### src/rtl/vga_timing_gen_if.sv
// vga_timing_gen_if: pixel-coordinate and sync bundle from the timing generator to renderers.
interface vga_timing_gen_if;
  logic [9:0] DrawX;
  logic [9:0] DrawY;
  logic blank;
  logic hs;
  logic vs;
  logic frame_start;
  logic vblank_pulse;
`ifdef VGA_FRAME_CNT_EN
  logic [15:0] frame_cnt;
  modport master(output DrawX, DrawY, blank, hs, vs, frame_start, vblank_pulse, frame_cnt);
  modport slave(input DrawX, DrawY, blank, hs, vs, frame_start, vblank_pulse, frame_cnt);
`else
  modport master(output DrawX, DrawY, blank, hs, vs, frame_start, vblank_pulse);
  modport slave(input DrawX, DrawY, blank, hs, vs, frame_start, vblank_pulse);
`endif
endinterface

### src/rtl/vga_timing_gen.sv
// vga_timing_gen: VGA counters, sync/blank strobes delayed to match registered colour, frame/vblank pulses.
// Optional VGA_FRAME_CNT_EN adds a 16-bit frame counter.
module vga_timing_gen #(
  parameter int H_VISIBLE = 640,
  parameter int H_FP = 16,
  parameter int H_SYNC = 96,
  parameter int H_BP = 48,
  parameter int V_VISIBLE = 480,
  parameter int V_FP = 10,
  parameter int V_SYNC = 2,
  parameter int V_BP = 33,
  parameter int PIPE_DELAY = 1
) (
  input logic vga_clk,
  input logic reset,
  vga_timing_gen_if.master vga
);
  localparam int H_TOTAL = H_VISIBLE + H_FP + H_SYNC + H_BP;
  localparam int V_TOTAL = V_VISIBLE + V_FP + V_SYNC + V_BP;
  localparam logic [10:0] HV = 11'(H_VISIBLE);
  localparam logic [10:0] HS0 = 11'(H_VISIBLE + H_FP);
  localparam logic [10:0] HS1 = 11'(H_VISIBLE + H_FP + H_SYNC);
  localparam logic [9:0] HL = 10'(H_TOTAL - 1);
  localparam logic [10:0] VV = 11'(V_VISIBLE);
  localparam logic [10:0] VS0 = 11'(V_VISIBLE + V_FP);
  localparam logic [10:0] VS1 = 11'(V_VISIBLE + V_FP + V_SYNC);
  localparam logic [9:0] VL = 10'(V_TOTAL - 1);
  localparam logic [2:0] IDLE = 3'b011;
  if (H_TOTAL > 1024 || V_TOTAL > 1024) begin : g_total_chk
    $error("vga_timing_gen: H_TOTAL and V_TOTAL must be <= 1024");
  end
  if (PIPE_DELAY < 0 || PIPE_DELAY > 4) begin : g_pipe_chk
    $error("vga_timing_gen: PIPE_DELAY must be 0..4");
  end
  logic [9:0] hc, vc;
  logic [10:0] hx, vx;
  logic hw, vw;
  logic [2:0] raw, out;
  assign hx = {1'b0, hc};
  assign vx = {1'b0, vc};
  assign hw = hc == HL;
  assign vw = vc == VL;
  always_ff @(posedge vga_clk) begin
    if (reset) begin
      hc <= '0;
      vc <= '0;
    end else begin
      hc <= hw ? '0 : hc + 10'd1;
      if (hw) vc <= vw ? '0 : vc + 10'd1;
    end
  end
  // {blank, hs, vs}; syncs are active low
  assign raw = {(hx < HV) && (vx < VV), !(hx >= HS0 && hx < HS1), !(vx >= VS0 && vx < VS1)};
  if (PIPE_DELAY == 0) begin : g_comb
    assign out = reset ? IDLE : raw;
  end else begin : g_pipe
    logic [2:0] st [PIPE_DELAY];
    always_ff @(posedge vga_clk) begin
      if (reset) begin
        for (int i = 0; i < PIPE_DELAY; i++) st[i] <= IDLE;
      end else begin
        st[0] <= raw;
        for (int i = 1; i < PIPE_DELAY; i++) st[i] <= st[i-1];
      end
    end
    assign out = st[PIPE_DELAY-1];
  end
  assign {vga.blank, vga.hs, vga.vs} = out;
  assign vga.DrawX = hc;
  assign vga.DrawY = vc;
  assign vga.frame_start = hc == '0 && vc == '0 && !reset;
  assign vga.vblank_pulse = hc == '0 && vx == VV && !reset;
`ifdef VGA_FRAME_CNT_EN
  logic [15:0] fcnt;
  always_ff @(posedge vga_clk) begin
    if (reset) fcnt <= '0;
    else if (vga.frame_start) fcnt <= fcnt + 16'd1;
  end
  assign vga.frame_cnt = fcnt;
`endif
endmodule

### src/flat_wrapper.sv
// flat-port wrapper written by rule: the top's interface ports become plain ports
module vga_timing_gen_flat 
#(
  parameter int H_VISIBLE = 640,
  parameter int H_FP = 16,
  parameter int H_SYNC = 96,
  parameter int H_BP = 48,
  parameter int V_VISIBLE = 480,
  parameter int V_FP = 10,
  parameter int V_SYNC = 2,
  parameter int V_BP = 33,
  parameter int PIPE_DELAY = 1
)
  (vga_clk, reset, vga_DrawX, vga_DrawY, vga_blank, vga_hs, vga_vs, vga_frame_start, vga_vblank_pulse);
  vga_timing_gen_if vga_i ();
  input logic vga_clk;
  input logic reset;
  output wire logic [$bits(vga_i.DrawX)-1:0] vga_DrawX;
  output wire logic [$bits(vga_i.DrawY)-1:0] vga_DrawY;
  output wire logic [$bits(vga_i.blank)-1:0] vga_blank;
  output wire logic [$bits(vga_i.hs)-1:0] vga_hs;
  output wire logic [$bits(vga_i.vs)-1:0] vga_vs;
  output wire logic [$bits(vga_i.frame_start)-1:0] vga_frame_start;
  output wire logic [$bits(vga_i.vblank_pulse)-1:0] vga_vblank_pulse;
  assign vga_DrawX = vga_i.DrawX;
  assign vga_DrawY = vga_i.DrawY;
  assign vga_blank = vga_i.blank;
  assign vga_hs = vga_i.hs;
  assign vga_vs = vga_i.vs;
  assign vga_frame_start = vga_i.frame_start;
  assign vga_vblank_pulse = vga_i.vblank_pulse;
  vga_timing_gen #(.H_VISIBLE(H_VISIBLE), .H_FP(H_FP), .H_SYNC(H_SYNC), .H_BP(H_BP), .V_VISIBLE(V_VISIBLE), .V_FP(V_FP), .V_SYNC(V_SYNC), .V_BP(V_BP), .PIPE_DELAY(PIPE_DELAY)) u_core (.vga_clk(vga_clk), .reset(reset), .vga(vga_i));
endmodule
### config.mk
export PLATFORM = sky130hd
export DESIGN_NAME = vga_timing_gen_flat
export DESIGN_NICKNAME = d
export VERILOG_FILES = /design/src/rtl/vga_timing_gen_if.sv /design/src/rtl/vga_timing_gen.sv /design/src/flat_wrapper.sv
export SDC_FILE = /design/constraint.sdc
export NUM_CORES = 1
export LEC_CHECK = 0
export CAP_MARGIN = 20
export CORE_AREA = 8 8 60 62
export CTS_CLUSTER_SIZE = 25
export DETAILED_ROUTE_END_ITERATION = 8
export DIE_AREA = 0 0 68 70
export HOLD_SLACK_MARGIN = 0.05
export PLACE_DENSITY = 0.83
export SYNTH_ARGS = -nofsm -noshare
export SYNTH_HDL_FRONTEND = slang
export SYNTH_SLANG_ARGS = --single-unit
### constraint.sdc
create_clock -name vga_clk -period 2 [get_ports vga_clk]
set_clock_uncertainty 0.15 [all_clocks]
set_input_delay 0.4 -clock vga_clk [delete_from_list [all_inputs] [get_ports vga_clk]]
set_output_delay 0.4 -clock vga_clk [all_outputs]
set_load 0.03 [all_outputs]
==> results.json <==
{
  "hold_viol_final": 0,
  "worst-path-max-fanout": 5,
  "timing.setup.critical_path_class": "reg -> out",
  "post_route_cells_drive_above_1_share_pct": 43.2,
  "effective_utilization_at_floorplan_pct": 41.4,
  "count_of_tritonroute_iterations_in_the_first_routing_pass": 4,
  "finalPower_mw": 0.778,
  "grt_antenna_before_repair": 0,
  "yosys_register_bits": 23,
  "core_region_area_sq_um": 2660,
  "max_slew_margin_pct": 74.2,
  "routed.top_layer": "met4",
  "grt_start_max_net_pins": 14,
  "final_nets": 192,
  "groute.usage.overall_pct": 13.8,
  "data_required_time_of_the_worst_path_ns": 1.45,
  "final.setup.tns_ns": -0.368,
  "internal_pwr_total_mw": 0.576,
  "clock_buffer_count_from_cts": 3,
  "horiz_die_dim_um": 68,
  "avgRoutedWirePerCell_um": 16.2,
  "synthTopCellsByArea": "dfxtp_1, nor2_1, xnor2_1",
  "period_needed_ns": 2.17,
  "min_period_over_period_pct": 109,
  "crit_arrival_ns": 1.62,
  "grt_first_pass_wirelength_mm": 5.32,
  "core_rows": 19,
  "cts_hold_buffers": 0,
  "post-dp-hpwl_mm": 2.32,
  "synth_top_cell_by_area": "dfxtp_1",
  "detailroute.wirelength.met3_um": 194,
  "comb_power_share_pct": 12.9,
  "metal_1_wl_mm": 1.40,
  "outcome": "finished, violations left",
  "detail_route.drc_violations": 0,
  "rsz0062_at_grt": "true",
  "die_area_sq_um": 4760,
  "share_seq_of_total_power_pct": 59.4,
  "final_cell_area_sq_um": 1860,
  "cts_tree": "yes",
  "nature_of_the_critical_path_endpoint": "primary output",
  "cts_sinks": 23,
  "layout.cells.most_common": "buf_4",
  "io_buffers": 26,
  "detail_route.wirelength_mm": 3.49,
  "drv_slew": 0,
  "dr_wl_met2_mm": 1.88,
  "ctsHtreeMaxLevel": 1,
  "grt_remaining_overflow": 0,
  "max_slew.worst_pin.slew_ns": 0.384,
  "dpl-instance-area_sq_um": 1590,
  "postSynthNetCount": 134,
  "yosysSeqAreaShare_pct": 41.8,
  "via_count": 1189,
  "drt_iter0_drc": 68,
  "post-synth-top-area-fraction_pct": 41.8,
  "antenna_left": 0,
  "synth_warnings": 0,
  "io-pin-count": 27,
  "mappedNetlistArea_sq_um": 1100,
  "post-route-worst-setup-slack_ns": -0.172,
  "fraction_of_the_core_area_covered_by_cells_at_the_end_of_the_flow_pct": 69.8,
  "switchingPower_mw": 0.202,
  "clock_tree.buffer_depth": 2,
  "achievable-frequency_mhz": 460,
  "cellLeakagePower_nw": 0.811,
  "clock_tree.root_cell": "clkbuf_4",
  "synth.distinct_cells": 29,
  "clock_latency_ns": 0.31,
  "gp_congestion": 0.868,
  "final.hold.worst_slack_ns": 0.363,
  "worst_min_delay_path_class": "reg -> reg",
  "detail_route.vias_per_cell": 5.50,
  "chipHeight_um": 70,
  "setup_viol_count_final": 3,
  "antennaDiodeCount": 0,
  "power_switching_share_pct": 26.0,
  "failed_checks": "negative setup slack",
  "vdd.ir_drop.worst_uv": 474,
  "pwr-share-clk_pct": 27.7,
  "worstSetupStartpointType": "flop",
  "syn-mean-instance-area_sq_um": 8.61,
  "clkSlewWorstSetupHoldPaths_ns": 0.12,
  "power.density_nw_per_um2": 418,
  "post_synth_inst_count": 128,
  "pre_cts_slack_ns": -0.173,
  "area_growth_pct": 68.6,
  "final_cell_mix": "buf_4, nor2_1, dlygate4sd2_1",
  "number_of_global_route_vias_before_repair": 1200,
  "finalNonFillerCells": 216,
  "max-cap-violations": 0,
  "dp_cells": 201
}
per-layer routing:
| metal | global-route usage, % | vias up |
|---|---|---|
| met3 | 5.10 | 4 |
| met4 | 4.78 | 0 |
| li1 | - | 575 |
| met1 | 14.2 | 581 |
| met2 | 24.4 | 29 |
| met5 | 0 | - |
power by group through the flow:
stage	clock (mW)	combinational [mW]	sequential (mW)
floorplan	0	0.0337	0.490
global route	0.246	0.109	0.463
finish	0.215	0.100	0.462
detailed placement	0	0.0728	0.480
CTS	0.219	0.0869	0.465
global placement	0	0.0721	0.479
path summary, 6_finish.rpt:
kind	from	endpoint	slack, ns	depth (start not counted)
worst max-delay path	u_core.vga.DrawY[0]	vga_frame_start	-0.17	6
worst min-delay path	u_core.vga.DrawY[1]	u_core.vga.DrawY[1]	0.36	2
worst max register to register	u_core.vga.DrawY[1]	u_core.vga.DrawY[8]	-0.03	6
worst min register to register	u_core.vga.DrawY[1]	u_core.vga.DrawY[1]	0.36	2
cell families (layout without fill, tap and decap cells):
logic type                 count (synthesis)  after routing  synth area share, %
and+or+nand+nor                           66             66                 33.4
DFF                                       23             23                 41.8
AOI/OAI and AO/OA                         14             14                 7.04
xor gates and xnor gates                  12             12                 9.53
buffers and inverters                      9             66                 3.74
adders and majority gates                  4              4                 4.54
sequential cells by signal (all words and copies together), names as in the netlist:
name	flops
u_core.vga.DrawY	10
u_core.vga.DrawX	10
u_core.g_pipe.st	3
worst max-delay path, cell delays in order, from the launching register on:
cell and delay [ns]:
dfxtp_4 0.40, inv_2 0.08, ha_4 0.13, nor4b_4 0.20, nand3_2 0.16, nor4_4 0.17, buf_6 0.17
final cells by class:
class,count,area (sq um)
Fill cell,217,805
Multi-Input combinational cell,96,778
Sequential cell,23,505
Timing Repair Buffer,55,482
Tap cell,31,38.8
Inverter,7,26.3
Clock buffer,3,22.5
Clock inverter,1,5.00
timing repair:
item                                    in CTS  in global routing
pin swaps                                    7                  8
resized for setup                           36                 22
endpoints found under the setup margin      16                 13
buffers inserted                             6                  5
hold endpoints to repair                     0                  0
synth_stat cells:
| cell | count |
|---|---|
| nand3b_1 | 1 |
| and4_1 | 2 |
| buf_6 | 1 |
| nor4_1 | 5 |
| nand4_2 | 1 |
| a21oi_1 | 6 |
| o31ai_1 | 2 |
| nor4b_1 | 2 |
| clkinv_1 | 1 |
| xor2_1 | 6 |
| nor2_1 | 17 |
| nor3_1 | 3 |
| o21ai_0 | 5 |
| nand4_1 | 2 |
| inv_1 | 6 |
| or2_1 | 1 |
| nand3_1 | 9 |
| xnor2_1 | 6 |
| nand2_1 | 8 |
| nand2b_1 | 1 |
| dfxtp_1 | 23 |
| or4_4 | 1 |
| or3_1 | 5 |
| clkbuf_1 | 1 |
| nand4bb_1 | 1 |
| ha_1 | 4 |
| or4_1 | 4 |
| and3_1 | 3 |
| o21bai_1 | 1 |
No activity file was read; power rests on OpenSTA's default activity.
